File: src/rtl/kga_pkg.sv
// Shared constants, prefix-depth helper and result type for the Kogge-Stone adder.
// The optional input register stage is selected with the KGA_IN_REG_EN macro.
package kga_pkg;

  localparam int unsigned KGA_WIDTH = 8;

  function automatic int unsigned kga_levels(input int unsigned width);
    int unsigned n;
    n = 0;
    for (int unsigned i = 0; i < 7; i++) begin
      if ((32'd1 << i) < width) n = i + 1;
    end
    return n;
  endfunction

  localparam int unsigned LEVELS = kga_levels(KGA_WIDTH);

  typedef struct packed {
    logic                 carry;
    logic [KGA_WIDTH-1:0] sum;
  } kga_res_t;

endpackage

File: src/rtl/kga_pg_cell.sv
// Kogge-Stone prefix operator; BLACK=0 builds a gray cell whose group propagate is tied off.
module kga_pg_cell #(
  parameter logic BLACK = 1'b1
) (
  input  logic gh,
  input  logic ph,
  input  logic gl,
  input  logic pl,
  output logic g_o,
  output logic p_o
);

  always_comb begin
    g_o = gh | (ph & gl);
    p_o = BLACK ? (ph & pl) : 1'b0;
  end

endmodule

File: src/rtl/kga_adder.sv
// Registered Kogge-Stone adder: {out_C,S} = A + B + in_C, latency 1 (2 with KGA_IN_REG_EN).
// Define KGA_IN_REG_EN to register A, B, in_C and in_valid ahead of the prefix tree.
module kga_adder
  import kga_pkg::*;
#(
  parameter int unsigned WIDTH = KGA_WIDTH
) (
  input  logic             clk,
  input  logic             rst_n,
  input  logic             in_valid,
  input  logic [WIDTH-1:0] A,
  input  logic [WIDTH-1:0] B,
  input  logic             in_C,
  output logic             out_valid,
  output logic [WIDTH-1:0] S,
  output logic             out_C
);

  localparam int unsigned TREE_LEVELS = kga_levels(WIDTH);

  logic [WIDTH-1:0] a_t;
  logic [WIDTH-1:0] b_t;
  logic             cin_t;
  logic             vld_t;

`ifdef KGA_IN_REG_EN
  logic [WIDTH-1:0] a_q, a_d;
  logic [WIDTH-1:0] b_q, b_d;
  logic             cin_q, cin_d;
  logic             vld_q, vld_d;

  always_comb begin
    a_d   = A;
    b_d   = B;
    cin_d = in_C;
    vld_d = in_valid;
  end

  always_ff @(posedge clk or negedge rst_n) begin
    if (!rst_n) begin
      a_q   <= '0;
      b_q   <= '0;
      cin_q <= 1'b0;
      vld_q <= 1'b0;
    end else begin
      a_q   <= a_d;
      b_q   <= b_d;
      cin_q <= cin_d;
      vld_q <= vld_d;
    end
  end

  assign a_t   = a_q;
  assign b_t   = b_q;
  assign cin_t = cin_q;
  assign vld_t = vld_q;
`else
  assign a_t   = A;
  assign b_t   = B;
  assign cin_t = in_C;
  assign vld_t = in_valid;
`endif

  logic [WIDTH-1:0] g_raw;
  logic [WIDTH-1:0] p_raw;
  logic [WIDTH-1:0] carry;
  logic [WIDTH-1:0] sum;
  logic             cout;

  assign g_raw = a_t & b_t;
  assign p_raw = a_t ^ b_t;

  // Level 0 folds in_C (generate at position -1) into bit 0, so after the
  // log2(WIDTH) span levels every node g[i] is the full group generate i..-1.
  // Each level keeps group propagate only for bits the next level still reads.
  for (genvar k = 0; k <= TREE_LEVELS; k++) begin : lvl
    localparam int unsigned SPAN  = (k == 0) ? 0 : (1 << (k - 1));
    localparam int unsigned P_LO  = (k == 0) ? 0 : (1 << k);
    localparam logic        HAS_P = (k == 0) || (k < TREE_LEVELS);

    logic [WIDTH-1:0] g;

    if (HAS_P) begin : pv
      logic [WIDTH-1:P_LO] p;
    end

    if (k == 0) begin : seed
      logic unused_p;

      assign pv.p          = p_raw;
      assign g[WIDTH-1:1]  = g_raw[WIDTH-1:1];

      kga_pg_cell #(.BLACK(1'b0)) u_cin (
        .gh  (g_raw[0]),
        .ph  (p_raw[0]),
        .gl  (cin_t),
        .pl  (1'b0),
        .g_o (g[0]),
        .p_o (unused_p)
      );
    end else begin : tree
      for (genvar i = 0; i < WIDTH; i++) begin : b
        if (i < SPAN) begin : pass
          assign g[i] = lvl[k-1].g[i];
        end else if (HAS_P && (i >= 2 * SPAN)) begin : black
          kga_pg_cell #(.BLACK(1'b1)) u_cell (
            .gh  (lvl[k-1].g[i]),
            .ph  (lvl[k-1].pv.p[i]),
            .gl  (lvl[k-1].g[i-SPAN]),
            .pl  (lvl[k-1].pv.p[i-SPAN]),
            .g_o (g[i]),
            .p_o (pv.p[i])
          );
        end else begin : gray
          logic unused_p;

          kga_pg_cell #(.BLACK(1'b0)) u_cell (
            .gh  (lvl[k-1].g[i]),
            .ph  (lvl[k-1].pv.p[i]),
            .gl  (lvl[k-1].g[i-SPAN]),
            .pl  (1'b0),
            .g_o (g[i]),
            .p_o (unused_p)
          );
        end
      end
    end
  end

  assign carry = {lvl[TREE_LEVELS].g[WIDTH-2:0], cin_t};
  assign cout  = lvl[TREE_LEVELS].g[WIDTH-1];
  assign sum   = lvl[0].pv.p ^ carry;

  logic [WIDTH-1:0] s_q, s_d;
  logic             c_q, c_d;
  logic             v_q, v_d;

  always_comb begin
    v_d = vld_t;
    s_d = s_q;
    c_d = c_q;
    if (vld_t) begin
      s_d = sum;
      c_d = cout;
    end
  end

  always_ff @(posedge clk or negedge rst_n) begin
    if (!rst_n) begin
      s_q <= '0;
      c_q <= 1'b0;
      v_q <= 1'b0;
    end else begin
      s_q <= s_d;
      c_q <= c_d;
      v_q <= v_d;
    end
  end

  assign S         = s_q;
  assign out_C     = c_q;
  assign out_valid = v_q;

endmodule

File: config.mk
export PLATFORM = sky130hd
export DESIGN_NAME = kga_adder
export DESIGN_NICKNAME = d
export VERILOG_FILES = /design/src/rtl/kga_pkg.sv /design/src/rtl/kga_pg_cell.sv /design/src/rtl/kga_adder.sv
export SDC_FILE = /design/constraint.sdc
export NUM_CORES = 1
export LEC_CHECK = 0
export BUFFER_PORTS_ARGS = -buffer_cell sky130_fd_sc_hd__buf_2
export CORE_ASPECT_RATIO = 1.2
export CORE_MARGIN = 2
export CORE_UTILIZATION = 46
export DETAILED_ROUTE_END_ITERATION = 6
export GPL_TIMING_DRIVEN = 0
export MAX_ROUTING_LAYER = met4
export PLACE_DENSITY_LB_ADDON = 0.12
export SLEW_MARGIN = 20
export SYNTH_ARGS = -nofsm -noshare
export SYNTH_HDL_FRONTEND = slang
export SYNTH_SLANG_ARGS = --single-unit
File: constraint.sdc
create_clock -name clk -period 1 [get_ports clk]
set_input_delay 0.2 -clock clk [delete_from_list [all_inputs] [get_ports clk]]
set_output_delay 0.2 -clock clk [all_outputs]
set_load 0.005 [all_outputs]
==> out/metrics.cfg <==
[outcome]
outcome=complete, but fails checks
violations=setup timing

[worst_setup_path]
criticalPathCategory=in -> reg
cp-startpoint=A[0]
cp_max_fo=4
worstPathRequired_ns=1.16
rr_worst_depth=1
critPathCapture=S[6]
startpoint_type=primary input
reg2reg_slack_ns=0.23
r2r-start=S[4]
end_kind=register
arrival_ns=1.74
r2r_end=S[4]

[final_layout]
nFillCells=118
fin_cells=133
nets=146
stdcell_area_um2=1050
antennaDiodeCount=0
syn2layout_area_growth_pct=41.1
drive_above_1_share_pct=45.7

[die]
core_area_um2=1480
initial_utilization_pct=50.3
die_x_um=40.8
ioPinCount=30
dieArea_um2=1960
rows=15
die_height_um=48.1

[placement]
io_buffers=29
dp_slack_ns=-0.908
place_area_um2=925
dpl.hpwl_um=1310
routabilityCongestion=0.695
dp_cells=123

[worst_hold_path]
hold_path_depth=1
hp-class=in -> reg

[synth]
synth_area_um2=746
synthDistinctLibCells=29
ys_seq_area_share_pct=33.6
syn_nets=106
yosys_warnings=0
avgSynthCellArea_um2=9.68
ys_seq_elements=10
synth_cells=77

[clock_tree]
clk_pin_slew_worst_paths_ns=0.07
clockBufferDepth=2
cts_tree=yes
cts.sinks=10
root_buffer=clkbuf_4
clock_latency_ns=0.25
cts_buffers=3
h-tree-depth=1

[timing]
setup_violations=8
grt_setup_unrepaired=true
setup_ws_ns=-0.581
hold_viol=0
slew_viol_final=0
fmax_mhz=633
worst_slew_pin_slew_ns=0.399
finalClockSkew_ns=0
slew_headroom_pct=73.1
whs_ns=0.0532
finalCriticalPeriod_ns=1.58
period_share_pct=158

[pwr]
p_leak_nw=0.512
pwr_density_cell_nw_per_um2=1320
finalPower_mw=1.39
vdd_drop_max_uv=707

[route]
drt_wl_total_um=1680
via_count=703
viasPerCell=5.29
drtIter0Drc=3
drt-pass1-iter-count=2
routedWlPerCell_um=12.6
drc_errors=0
antenna_left=0

[grt]
grt_first_pass_wirelength_um=2500
grt_max_degree=11
antenna_found_initial=0
overflow=0
track_usage_pct=19.4
grt_pass1_vias=653

[flow_run]
drv_cap=0

[logic make-up (layout without fill, tap and decap cells)]
| kind of cell | after synthesis | count (layout) | synth area share (%) |
|---|---|---|---|
| AO/OA/AOI/OAI | 23 | 23 | 19.1 |
| AND/OR/NAND/NOR | 18 | 18 | 13.4 |
| flip-flops | 10 | 10 | 33.6 |
| adder cells (fa/ha/maj) | 9 | 9 | 17.1 |
| buffers and inverters | 8 | 47 | 4.36 |
| multiplexers | 7 | 7 | 10.1 |
| XOR/XNOR | 2 | 2 | 2.35 |
[cell type report]
| class | count | area, um2 | area share, % |
|---|---|---|---|
| Inverter | 5 | 18.8 | 1.78 |
| Clock buffer | 4 | 36.3 | 3.45 |
| Sequential cell | 10 | 250 | 23.8 |
| Multi-Input combinational cell | 59 | 509 | 48.4 |
| Timing Repair Buffer | 35 | 203 | 19.3 |
| Tap cell | 17 | 21.3 | 2.02 |
| Buffer | 3 | 13.8 | 1.31 |
[power by group]
group          switching [mW]  internal (mW)
logic                   0.238          0.280
clock network           0.134          0.221
registers              0.0401          0.479
[what timing repair did]
item	CTS	global route
pin swaps	8	5
hold buffers	1	0
buffers inserted	2	3
resized for setup	9	1
hold endpoints to repair	10	0
setup endpoints to repair	8	11
[placed cells by master (no fill, tap or decap), drive strengths merged, types with 2 or more instances in the layout]
cell type	instances
nor2	5
a211oi	2
a21oi	4
ha	7
nand3b	2
o21ai	9
mux2	4
inv	5
dfrtp	10
clkbuf	5
nand2	5
nor2b	2
mux2i	3
xnor2	2
buf	36
fa	2
[metal layers]
layer	global-route usage [%]	routed length [um]	up-vias
met5	-	0	-
met4	10.0	20	0
met3	1.37	71	2
met2	34.3	823	19
met1	21.4	762	326
li1	-	-	356
[sequential cells by signal, summed over array words and instances (netlist names)]
signal	cells
out_valid	1
S	8
out_C	1
[cell usage after synthesis, drive strengths merged]
| master | number | area (um2) |
|---|---|---|
| ha | 7 | 87.6 |
| buf | 2 | 10.0 |
| o22ai | 1 | 6.26 |
| a21o | 1 | 7.51 |
| o211ai | 1 | 7.51 |
| o31ai | 1 | 7.51 |
| nor2 | 5 | 18.8 |
| o21ai | 9 | 45.0 |
| a21oi | 4 | 20.0 |
| clkbuf | 1 | 3.75 |
| nor2b | 2 | 20.0 |
| xnor2 | 2 | 17.5 |
| nand4b | 1 | 8.76 |
| a211oi | 2 | 15.0 |
| nand2 | 5 | 18.8 |
| o32ai | 1 | 8.76 |
| o31a | 1 | 8.76 |
| o21a | 1 | 7.51 |
| mux2 | 4 | 45.0 |
| fa | 2 | 40.0 |
| nand3 | 1 | 5.00 |
| dfrtp | 10 | 250 |
| mux2i | 3 | 30.0 |
| o311ai | 1 | 8.76 |
| inv | 5 | 18.8 |
| nand3b | 2 | 15.0 |
| or3 | 1 | 6.26 |
| nor3b | 1 | 7.51 |
[through the flow]
stage	utilization (%)	setup TNS [ns]
floorplan	-	-3.39
global placement	62.4	-5.29
detailed placement	62.4	-5.40
CTS	69.2	-2.67
global route	71.0	-3.72
finish	71.0	-3.25
[worst min-delay path by stage]
stage	end	slack, ns	startpoint
floorplan	S[0]	-0.1	rst_n
global placement	S[1]	0.07	rst_n
detailed placement	S[0]	0.07	rst_n
CTS	out_valid	0.05	in_valid
global route	out_valid	0.05	in_valid
finish	out_valid	0.05	in_valid
[worst max-delay path, stage by stage]
cell	delay [ns]
buf_6	0.09
fa_2	0.40
inv_2	0.07
fa_2	0.23
nor2b_4	0.05
o31a_1	0.29
or3_1	0.32
o311ai_1	0.09
Note: power is estimated with default switching activity, not from simulation.
